[config.mk]
export PLATFORM = sky130hd
export DESIGN_NAME = rom_arbiter_flat
export DESIGN_NICKNAME = d
export VERILOG_FILES = /design/src/rtl/rom_arbiter_if.sv /design/src/rtl/rom_arbiter.sv /design/src/flat_wrapper.sv
export SDC_FILE = /design/constraint.sdc
export NUM_CORES = 1
export LEC_CHECK = 0
export BUFFER_PORTS_ARGS = -buffer_cell sky130_fd_sc_hd__buf_2
export CORE_ASPECT_RATIO = 0.7
export CORE_MARGIN = 4
export CORE_UTILIZATION = 29
export CTS_CLUSTER_DIAMETER = 50
export DETAILED_ROUTE_END_ITERATION = 7
export HOLD_SLACK_MARGIN = 0.06
export PLACE_DENSITY_LB_ADDON = 0.12
export SYNTH_ARGS = -nofsm -noshare
export SYNTH_HDL_FRONTEND = slang
export SYNTH_SLANG_ARGS = --single-unit
[constraint.sdc]
create_clock -name clk -period 2.3 [get_ports clk]
set_input_delay 0.345 -clock clk [delete_from_list [all_inputs] [get_ports clk]]
set_output_delay 0.345 -clock clk [all_outputs]
set_load 0.05 [all_outputs]
[src/rtl/rom_arbiter_if.sv]
// rom_arbiter_if: bundles the CPU native memory port, the loader/debug port and
// the single-port memory bus around rom_arbiter.
//   slave  - the arbiter's view (requests in, completions and memory bus out)
//   master - the requesters' and memory's view (the opposite directions)
interface rom_arbiter_if #(
  parameter int ADDR_W = 8
);
  logic              cpu_valid;
  logic [31:0]       cpu_addr;
  logic [31:0]       cpu_wdata;
  logic [3:0]        cpu_wstrb;
  logic              cpu_ready;
  logic [31:0]       cpu_rdata;

  logic              ld_valid;
  logic              ld_we;
  logic [ADDR_W-1:0] ld_addr;
  logic [31:0]       ld_wdata;
  logic              ld_ready;
  logic [31:0]       ld_rdata;

  logic              mem_wen;
  logic [ADDR_W-1:0] mem_addr;
  logic [31:0]       mem_wdata;
  logic [31:0]       mem_rdata;

  modport slave (
    input  cpu_valid, cpu_addr, cpu_wdata, cpu_wstrb,
    output cpu_ready, cpu_rdata,
    input  ld_valid, ld_we, ld_addr, ld_wdata,
    output ld_ready, ld_rdata,
    output mem_wen, mem_addr, mem_wdata,
    input  mem_rdata
  );

  modport master (
    output cpu_valid, cpu_addr, cpu_wdata, cpu_wstrb,
    input  cpu_ready, cpu_rdata,
    output ld_valid, ld_we, ld_addr, ld_wdata,
    input  ld_ready, ld_rdata,
    input  mem_wen, mem_addr, mem_wdata,
    output mem_rdata
  );
endinterface

[src/rtl/rom_arbiter.sv]
// rom_arbiter: round-robin sharing of a single-port 256x32 memory (registered
// read, one cycle latency) between the picoRV32 native port and a loader port.
// Each access runs IDLE -> ACC -> RESP; grant is decided only in IDLE and the
// port not served gets priority next time.
// Optional feature macro: ROM_ARB_RMW_EN -- partial CPU stores are done as a
// read-modify-write (IDLE -> RMW_RD -> MERGE -> ACC -> RESP). Without it,
// partial stores complete without writing memory.
module rom_arbiter #(
  parameter int ADDR_W     = 8,
  parameter bit RESET_PRIO = 1'b0
) (
  input logic          clk,
  input logic          resetn,
  rom_arbiter_if.slave bus
);

  localparam logic GNT_CPU = 1'b0;
  localparam logic GNT_LD  = 1'b1;

  typedef enum logic [2:0] {
    IDLE   = 3'd0,
    ACC    = 3'd1,
    RESP   = 3'd2
`ifdef ROM_ARB_RMW_EN
    ,
    RMW_RD = 3'd3,
    MERGE  = 3'd4
`endif
  } state_t;

  state_t            state_r, state_s;
  logic              grant_r, grant_s;
  logic              prio_r, prio_s;
  logic              mem_wen_r, mem_wen_s;
  logic [ADDR_W-1:0] mem_addr_r, mem_addr_s;
  logic [31:0]       mem_wdata_r, mem_wdata_s;
  logic              cpu_ready_r, cpu_ready_s;
  logic              ld_ready_r, ld_ready_s;
`ifdef ROM_ARB_RMW_EN
  logic [3:0]        strb_r, strb_s;
`endif

  logic [ADDR_W-1:0] cpu_word_s;
  logic              cpu_write_s;
  logic              cpu_full_s;
  logic              pick_cpu_s;
  logic              unused_s;

`ifdef ROM_ARB_RMW_EN
  // Per-byte merge: strobed bytes from the store data, the rest from memory.
  function automatic logic [31:0] merge_bytes(input logic [31:0] new_data,
                                              input logic [31:0] old_data,
                                              input logic [3:0]  strb);
    logic [31:0] merged;
    merged = 32'h0;
    for (int i = 0; i < 4; i++) begin
      merged[8*i +: 8] = strb[i] ? new_data[8*i +: 8] : old_data[8*i +: 8];
    end
    return merged;
  endfunction
`endif

  // CPU byte address folds to a word index; upper bits alias, low bits are byte lanes.
  assign cpu_word_s  = bus.cpu_addr[ADDR_W+1:2];
  assign unused_s    = ^{bus.cpu_addr[31:ADDR_W+2], bus.cpu_addr[1:0]};
  assign cpu_write_s = (bus.cpu_wstrb != 4'h0);
  assign cpu_full_s  = (bus.cpu_wstrb == 4'hF);
  assign pick_cpu_s  = bus.cpu_valid && (!bus.ld_valid || (prio_r == GNT_CPU));

  // Next-state and next-register values for the access sequencer.
  always_comb begin
    state_s     = state_r;
    grant_s     = grant_r;
    prio_s      = prio_r;
    mem_wen_s   = mem_wen_r;
    mem_addr_s  = mem_addr_r;
    mem_wdata_s = mem_wdata_r;
    cpu_ready_s = 1'b0;
    ld_ready_s  = 1'b0;
`ifdef ROM_ARB_RMW_EN
    strb_s      = strb_r;
`endif
    case (state_r)
      IDLE: begin
        if (pick_cpu_s) begin
          grant_s     = GNT_CPU;
          mem_addr_s  = cpu_word_s;
          mem_wdata_s = bus.cpu_wdata;
`ifdef ROM_ARB_RMW_EN
          strb_s      = bus.cpu_wstrb;
          if (cpu_write_s && !cpu_full_s) begin
            mem_wen_s = 1'b0;
            state_s   = RMW_RD;
          end else begin
            mem_wen_s = cpu_write_s;
            state_s   = ACC;
          end
`else
          // Partial strobes are dropped: only a full-word store writes.
          mem_wen_s   = cpu_write_s && cpu_full_s;
          state_s     = ACC;
`endif
        end else if (bus.ld_valid) begin
          grant_s     = GNT_LD;
          mem_addr_s  = bus.ld_addr;
          mem_wdata_s = bus.ld_wdata;
          mem_wen_s   = bus.ld_we;
          state_s     = ACC;
        end else begin
          mem_wen_s   = 1'b0;
        end
      end
`ifdef ROM_ARB_RMW_EN
      RMW_RD: begin
        mem_wen_s = 1'b0;
        state_s   = MERGE;
      end
      MERGE: begin
        // mem_wdata_r still holds the latched store data here.
        mem_wdata_s = merge_bytes(mem_wdata_r, bus.mem_rdata, strb_r);
        mem_wen_s   = 1'b1;
        state_s     = ACC;
      end
`endif
      ACC: begin
        mem_wen_s = 1'b0;
        state_s   = RESP;
        if (grant_r == GNT_LD) begin
          ld_ready_s = 1'b1;
        end else begin
          cpu_ready_s = 1'b1;
        end
      end
      RESP: begin
        prio_s  = ~grant_r;
        state_s = IDLE;
      end
      default: begin
        mem_wen_s = 1'b0;
        state_s   = IDLE;
      end
    endcase
  end

  // FSM state register.
  always_ff @(posedge clk or negedge resetn) begin
    if (!resetn) begin
      state_r <= IDLE;
    end else begin
      state_r <= state_s;
    end
  end

  // Grant, priority, memory bus and completion registers.
  always_ff @(posedge clk or negedge resetn) begin
    if (!resetn) begin
      grant_r     <= GNT_CPU;
      prio_r      <= RESET_PRIO;
      mem_wen_r   <= 1'b0;
      mem_addr_r  <= '0;
      mem_wdata_r <= 32'h0;
      cpu_ready_r <= 1'b0;
      ld_ready_r  <= 1'b0;
`ifdef ROM_ARB_RMW_EN
      strb_r      <= 4'h0;
`endif
    end else begin
      grant_r     <= grant_s;
      prio_r      <= prio_s;
      mem_wen_r   <= mem_wen_s;
      mem_addr_r  <= mem_addr_s;
      mem_wdata_r <= mem_wdata_s;
      cpu_ready_r <= cpu_ready_s;
      ld_ready_r  <= ld_ready_s;
`ifdef ROM_ARB_RMW_EN
      strb_r      <= strb_s;
`endif
    end
  end

  assign bus.mem_wen   = mem_wen_r;
  assign bus.mem_addr  = mem_addr_r;
  assign bus.mem_wdata = mem_wdata_r;
  assign bus.cpu_ready = cpu_ready_r;
  assign bus.ld_ready  = ld_ready_r;
  // Read data is steered only to the port completing this cycle.
  assign bus.cpu_rdata = cpu_ready_r ? bus.mem_rdata : 32'h0;
  assign bus.ld_rdata  = ld_ready_r  ? bus.mem_rdata : 32'h0;

endmodule

[src/flat_wrapper.sv]
// flat-port wrapper written by rule: the top's interface ports become plain ports
module rom_arbiter_flat 
#(
  parameter int ADDR_W     = 8,
  parameter bit RESET_PRIO = 1'b0
)
  (clk, resetn, bus_cpu_valid, bus_cpu_addr, bus_cpu_wdata, bus_cpu_wstrb, bus_cpu_ready, bus_cpu_rdata, bus_ld_valid, bus_ld_we, bus_ld_addr, bus_ld_wdata, bus_ld_ready, bus_ld_rdata, bus_mem_wen, bus_mem_addr, bus_mem_wdata, bus_mem_rdata);
  rom_arbiter_if #(.ADDR_W(ADDR_W)) bus_i ();
  input logic clk;
  input logic resetn;
  input wire logic [$bits(bus_i.cpu_valid)-1:0] bus_cpu_valid;
  input wire logic [$bits(bus_i.cpu_addr)-1:0] bus_cpu_addr;
  input wire logic [$bits(bus_i.cpu_wdata)-1:0] bus_cpu_wdata;
  input wire logic [$bits(bus_i.cpu_wstrb)-1:0] bus_cpu_wstrb;
  output wire logic [$bits(bus_i.cpu_ready)-1:0] bus_cpu_ready;
  output wire logic [$bits(bus_i.cpu_rdata)-1:0] bus_cpu_rdata;
  input wire logic [$bits(bus_i.ld_valid)-1:0] bus_ld_valid;
  input wire logic [$bits(bus_i.ld_we)-1:0] bus_ld_we;
  input wire logic [$bits(bus_i.ld_addr)-1:0] bus_ld_addr;
  input wire logic [$bits(bus_i.ld_wdata)-1:0] bus_ld_wdata;
  output wire logic [$bits(bus_i.ld_ready)-1:0] bus_ld_ready;
  output wire logic [$bits(bus_i.ld_rdata)-1:0] bus_ld_rdata;
  output wire logic [$bits(bus_i.mem_wen)-1:0] bus_mem_wen;
  output wire logic [$bits(bus_i.mem_addr)-1:0] bus_mem_addr;
  output wire logic [$bits(bus_i.mem_wdata)-1:0] bus_mem_wdata;
  input wire logic [$bits(bus_i.mem_rdata)-1:0] bus_mem_rdata;
  assign bus_i.cpu_valid = bus_cpu_valid;
  assign bus_i.cpu_addr = bus_cpu_addr;
  assign bus_i.cpu_wdata = bus_cpu_wdata;
  assign bus_i.cpu_wstrb = bus_cpu_wstrb;
  assign bus_cpu_ready = bus_i.cpu_ready;
  assign bus_cpu_rdata = bus_i.cpu_rdata;
  assign bus_i.ld_valid = bus_ld_valid;
  assign bus_i.ld_we = bus_ld_we;
  assign bus_i.ld_addr = bus_ld_addr;
  assign bus_i.ld_wdata = bus_ld_wdata;
  assign bus_ld_ready = bus_i.ld_ready;
  assign bus_ld_rdata = bus_i.ld_rdata;
  assign bus_mem_wen = bus_i.mem_wen;
  assign bus_mem_addr = bus_i.mem_addr;
  assign bus_mem_wdata = bus_i.mem_wdata;
  assign bus_i.mem_rdata = bus_mem_rdata;
  rom_arbiter #(.ADDR_W(ADDR_W), .RESET_PRIO(RESET_PRIO)) u_core (.clk(clk), .resetn(resetn), .bus(bus_i));
endmodule
==> results of run 1 <==
## sequential cells by signal (all words and copies together) (netlist names)
name / flops
u_core.prio_r: 1
u_core.bus.mem_addr: 8
u_core.bus.ld_ready: 1
u_core.state_r: 2
u_core.bus.mem_wdata: 32
u_core.bus.cpu_ready: 1
u_core.grant_r: 1
u_core.bus.mem_wen: 1
## per-stage QoR
stage	std cells	area, µm²	setup slack (ps)	total power, mW
after floorplan	221	2860	605	4.88
after global placement	565	4120	602	5.80
after detailed placement	565	4120	571	5.83
after CTS	574	4270	304	6.57
after global routing	574	4270	151	6.82
final	574	4270	338	6.48
## report_power, final
group	switching [mW]	internal, mW	leakage [nW]
clock network	0.303	0.402	0.0740
logic	2.91	1.33	1.76
registers	0.289	1.25	0.555
## logic make-up (layout without fill, tap and decap cells)
group                  Yosys count  in the layout  share of synthesized area
AO/OA/AOI/OAI                    5              5                     0.0171
buffers and inverters           17            242                     0.0367
flip-flops                      47             47                      0.411
multiplexers                    81             81                      0.381
AND/OR/NAND/NOR                 71             71                      0.154
## area by class of cell
cell class	instances	area share
inverters	2	0.00176
clock inverters	3	0.00440
well taps	128	0.0375
flip-flops and latches	47	0.275
multi-input cells	157	0.370
repair buffers	232	0.281
clock buffers	5	0.0293
## routing by layer
| layer | wire (µm) | up-vias |
|---|---|---|
| met3 | 689 | 7 |
| met5 | 0 | - |
| met4 | 54 | 0 |
| li1 | - | 1195 |
| met2 | 3640 | 92 |
| met1 | 3340 | 1103 |
## layout by cell type, fill, tap and decap left out, drive strengths merged
| cell | Yosys | final |
|---|---|---|
| nand2 | 1 | 1 |
| o2bb2ai | 1 | 1 |
| buf | 8 | 231 |
| clkinv | 0 | 2 |
| a2bb2oi | 1 | 1 |
| inv | 2 | 3 |
| dfrtp | 47 | 47 |
| nor2 | 1 | 1 |
| clkbuf | 7 | 5 |
| o21ai | 1 | 1 |
| nand2b | 1 | 1 |
| mux2i | 1 | 1 |
| mux2 | 80 | 80 |
| nor2b | 2 | 2 |
| nand4 | 1 | 1 |
| a21boi | 1 | 1 |
| o21a | 1 | 1 |
| and2 | 65 | 65 |
| dlygate4sd3 | 0 | 1 |
## how the worst max path moves through the flow
stage                                        from                                    to  depth (start not counted)
global placement                     bus_ld_valid  u_core.bus.mem_wdata[14]$_DFFE_PN0P_                          5
global route        u_core.bus.ld_ready$_DFF_PN0_                      bus_ld_rdata[11]                          2
floorplan           u_core.bus.ld_ready$_DFF_PN0_                      bus_ld_rdata[10]                          2
detailed placement                   bus_ld_valid  u_core.bus.mem_wdata[14]$_DFFE_PN0P_                          5
CTS                 u_core.bus.ld_ready$_DFF_PN0_                      bus_ld_rdata[21]                          2
finish              u_core.bus.ld_ready$_DFF_PN0_                      bus_ld_rdata[11]                          2
## repair_timing
action / 4_1_cts / 5_1_grt
endpoints found under the hold margin: 16 / 0
buffers inserted: 0 / 0
hold buffers: 1 / 0
gates resized for setup: 0 / 0
==> impl_metrics.tcl, run 1 <==
set metrics [dict create \
    synth-main-ff-cell "dfrtp_1" \
    via_count 2397 \
    critPathTopFamily "flip-flops" \
    wl_per_cell_um 13.4 \
    synthTopCellsByArea "dfrtp_1 41%, mux2_4 25%, and2_1 14%" \
    cp-end-kind "primary output" \
    netlist_instances 221 \
    core_area_um2 9650 \
    synth_edf_count 0 \
    multi_input_comb_area_um2 1580 \
    fin_nets 590 \
    worstPathArrival_ps 1620 \
    finalSetupViolations 0 \
    synth_most_common_cell "and2_1" \
    drc 0 \
    rsz0062_at_grt "no" \
    slew_viol_final 0 \
    fmaxAchievable_mhz 510 \
    worstPathCellList "and2_1, buf_2" \
    crit_path_top_delay_cell "dfrtp_1" \
    maxSlewHeadroom 0.490 \
    portBuffers 227 \
    path_class "register to primary output" \
    die_x_um 127 \
    yosys.area.top_type_share 0.411 \
    initial_core_util 0.296 \
    fill_cells 952 \
    grt_max_degree 43 \
    yosysWarningCount 0 \
    vdd_drop_max_mv 0.558 \
    crit_fanout 33 \
    netlist_area_um2 2860 \
    htree_levels 2 \
    cp.buffers_inverters 1 \
    dr.first_iter.drc_count 54 \
    antenna_found_initial 0 \
    r2r-start "u_core.prio_r$_DFFE_PN0N_" \
    timing.hold.ws_ps 375 \
    drv_cap 0 \
    wl_mm 7.72 \
    worst_pin_slew_ps 765 \
    finalSetupTns_ps 0 \
    seqCellArea_um2 1180 \
    die_area_um2 11500 \
    grtUsageMet1 0.161 \
    syn-num-nets 366 \
    ys_ff_latch 47 \
    fin_crit_sh 0.853 \
    final_util 0.443 \
    fin_worst_skew_ps 3.33 \
    use_met2 0.203 \
    cts.path.max_buffers 2 \
    min-delay-start "bus_cpu_valid" \
    dp_hpwl_mm 6.11 \
    ant_nets 0 \
    antennaDiodeCount 0 \
    syn2layout_area_growth_pct 49.3 \
    rrSetupSlack_ps 670 \
    hold_end "u_core.state_r[0]$_DFFE_PN0P_" \
    grt_pass1_wl_mm 11.8 \
    netlist-cell-type-count 21 \
    busiest_layer "met2" \
    power_density_nw_per_um2 1520 \
    p_leak_nw 2.38 \
    first_global_vias 2289 \
    start_kind "register" \
    async_flop_share 1.00 \
    gp_congestion 0.712 \
    synth.avg_cell_area_um2 12.9 \
    min_period_ps 1960 \
    cts_made_buffers 5 \
    cts.sinks 47 \
    clk-insertion-delay-late_ps 280 \
    status "finished clean" \
    hold_class "primary input to register" \
    grt-ovfl-total 0 \
    clk_pin_slew_worst_paths_ps 60 \
    root_buffer "clkbuf_16" \
    cp_data_required_time_ps 1960 \
    drive_gt1_frac 0.720 \
    cpPeakStageDelay_ps 840 \
    grt_usage 0.125 \
    seq_area_frac_synth 0.411 \
    fp.dieH_um 91.1 \
    whs_path_depth 2 \
    finalHoldViolations 0 \
    r2r_cells 4 \
    firstDrtPassIters 3 \
    cts_tree "yes" \
    yosys-top-cells-count "65 x and2_1, 48 x mux2_4, 47 x dfrtp_1, 32 x mux2_2, 6 x clkbuf_1" \
    grt_util_met3 0.0441 \
    ioPinCount 252 \
    r2r_end "u_core.bus.mem_wdata[14]$_DFFE_PN0P_" \
    num_rows 30 \
    via_per_inst 4.18 \
    yosysTopAreaCell "dfrtp_1" \
]
(Power assumes the default switching activity.)
==> run 2: changes to the inputs <==
CTS_BUF_LIST = sky130_fd_sc_hd__clkbuf_8   (was not set)
==> run 2 against run 1 <==
  * Sequential share of layout area increased by 0.37 points
  * Routed wire length decreased by 0.12%
  * Critical path depth unchanged
  * Combinational power about the same
  * Total power decreased by 3.2%
  * Largest power group unchanged
  * Design area decreased by 1.3%
  * Worst setup slack got worse by 26 ps
  * Register-to-register slack about the same
==> impl_metrics.tcl, run 2 (same netlist as run 1, synthesis figures left out) <==
set metrics [dict create \
    vdd_drop_max_mv 0.542 \
    cts_made_buffers 5 \
    via_per_inst 4.17 \
    slew_viol_final 0 \
    worstPathArrival_ps 1640 \
    die_area_um2 11500 \
    root_buffer "clkbuf_8" \
    cpPeakStageDelay_ps 850 \
    cp-end-kind "primary output" \
    firstDrtPassIters 3 \
    clk-insertion-delay-late_ps 300 \
    syn2layout_area_growth_pct 47.3 \
    final_util 0.437 \
    grt_max_degree 43 \
    min_period_ps 1990 \
    cts_resized 0 \
    antennaDiodeCount 0 \
    finalSetupTns_ps 0 \
    fin_worst_skew_ps 4.44 \
    fmaxAchievable_mhz 503 \
    ioPinCount 252 \
    finalHoldViolations 0 \
    dr.first_iter.drc_count 52 \
    grt_usage 0.126 \
    initial_core_util 0.296 \
    crit_fanout 33 \
    worst_pin_slew_ps 765 \
    routed.top_layer "met4" \
    rsz0062_at_grt "no" \
    route.met2.wl_mm 3.65 \
    start_kind "register" \
    maxSlewHeadroom 0.490 \
    num_rows 30 \
    fin_crit_sh 0.864 \
    drc 0 \
    fill_cells 953 \
    worstPathCellList "and2_1, buf_2" \
    gp_congestion 0.712 \
    crit_path_top_delay_cell "dfrtp_1" \
    route.met3.wl_um 686 \
    wl_met1_mm 3.31 \
    seqCellArea_um2 1180 \
    r2r_cells 4 \
    largest_reg_flops 32 \
    grt_pass1_wl_mm 11.8 \
    cts.path.max_buffers 2 \
    die_x_um 127 \
    finalSetupViolations 0 \
    final_common_cell "buf_2" \
    clk_pin_slew_worst_paths_ps 90 \
    final_cell_mix "227 x buf_2, 65 x and2_1, 48 x mux2_4" \
    portBuffers 227 \
    fp.dieH_um 91.1 \
    core_area_um2 9650 \
    via_count 2396 \
    ant_nets 0 \
    grt-ovfl-total 0 \
    wl_mm 7.71 \
    hold_class "primary input to register" \
    path_class "register to primary output" \
    timing.hold.ws_ps 355 \
    cts_tree "yes" \
    fin_nets 590 \
    htree_levels 2 \
    first_global_vias 2292 \
    stdcell_area_um2 4210 \
    cts.sinks 47 \
    drive_gt1_frac 0.720 \
    postCtsSetupBuffers 0 \
    multi_input_comb_area_um2 1580 \
    whs_path_depth 2 \
    power_density_nw_per_um2 1490 \
    p_leak_nw 2.36 \
    place_area_um2 4120 \
    status "finished clean" \
    wl_per_cell_um 13.4 \
    cp_data_required_time_ps 1960 \
    antenna_found_initial 0 \
    drv_cap 0 \
    dp_hpwl_mm 6.11 \
]
## run 2: what timing repair did
item,in CTS,in global routing
endpoints found under the hold margin,16,0
hold buffers,1,0
setup endpoints to repair,0,0
## run 2: through the flow
step	worst slack (ps)	instances	power (mW)
2_1_floorplan	605	221	4.88
3_3_place_gp	602	565	5.80
3_5_place_dp	571	565	5.83
4_1_cts	269	574	6.36
5_1_grt	110	574	6.61
6_report	313	574	6.27
## run 2: power by group
group / internal [mW] / total [mW] / switching, mW
Combinational: 1.33 / 4.24 / 2.91
Clock: 0.214 / 0.499 / 0.285
Sequential: 1.24 / 1.53 / 0.289
Total: 2.79 / 6.27 / 3.48
## run 2: critical path, delay by kind of cell (launching register included)
| kind | cells | cell delay [ps] |
|---|---|---|
| buffers and inverters | 1 | 260 |
| flip-flops | 1 | 850 |
| AND/OR/NAND/NOR | 1 | 230 |
## run 2: cell type report
type                       instances  area share
multi-input combinational        157       0.375
timing repair buffer             232       0.285
sequential                        47       0.279
tap                              128      0.0380
clock buffer                       5      0.0163
clock inverter                     3     0.00446
inverter                           2     0.00178
## run 2: worst paths after layout
path	endpoint	slack [ps]	start
setup / recovery	bus_ld_rdata[11]	310	u_core.bus.ld_ready$_DFF_PN0_
hold / removal	u_core.state_r[0]$_DFFE_PN0P_	360	bus_cpu_valid
setup reg to reg	u_core.bus.mem_wdata[14]$_DFFE_PN0P_	670	u_core.prio_r$_DFFE_PN0N_
hold reg to reg	u_core.state_r[1]$_DFFE_PN0P_	490	u_core.state_r[1]$_DFFE_PN0P_
max in group asynchronous	u_core.bus.mem_wdata[1]$_DFFE_PN0P_	1220	resetn
min in group asynchronous	u_core.bus.mem_wdata[31]$_DFFE_PN0P_	490	resetn
## run 2: metal layers
layer / global-route usage / vias to the layer above
li1: - / 1193
met1: 0.162 / 1103
met2: 0.203 / 92
met3: 0.0441 / 8
met4: 0.0321 / 0
met5: 0 / -
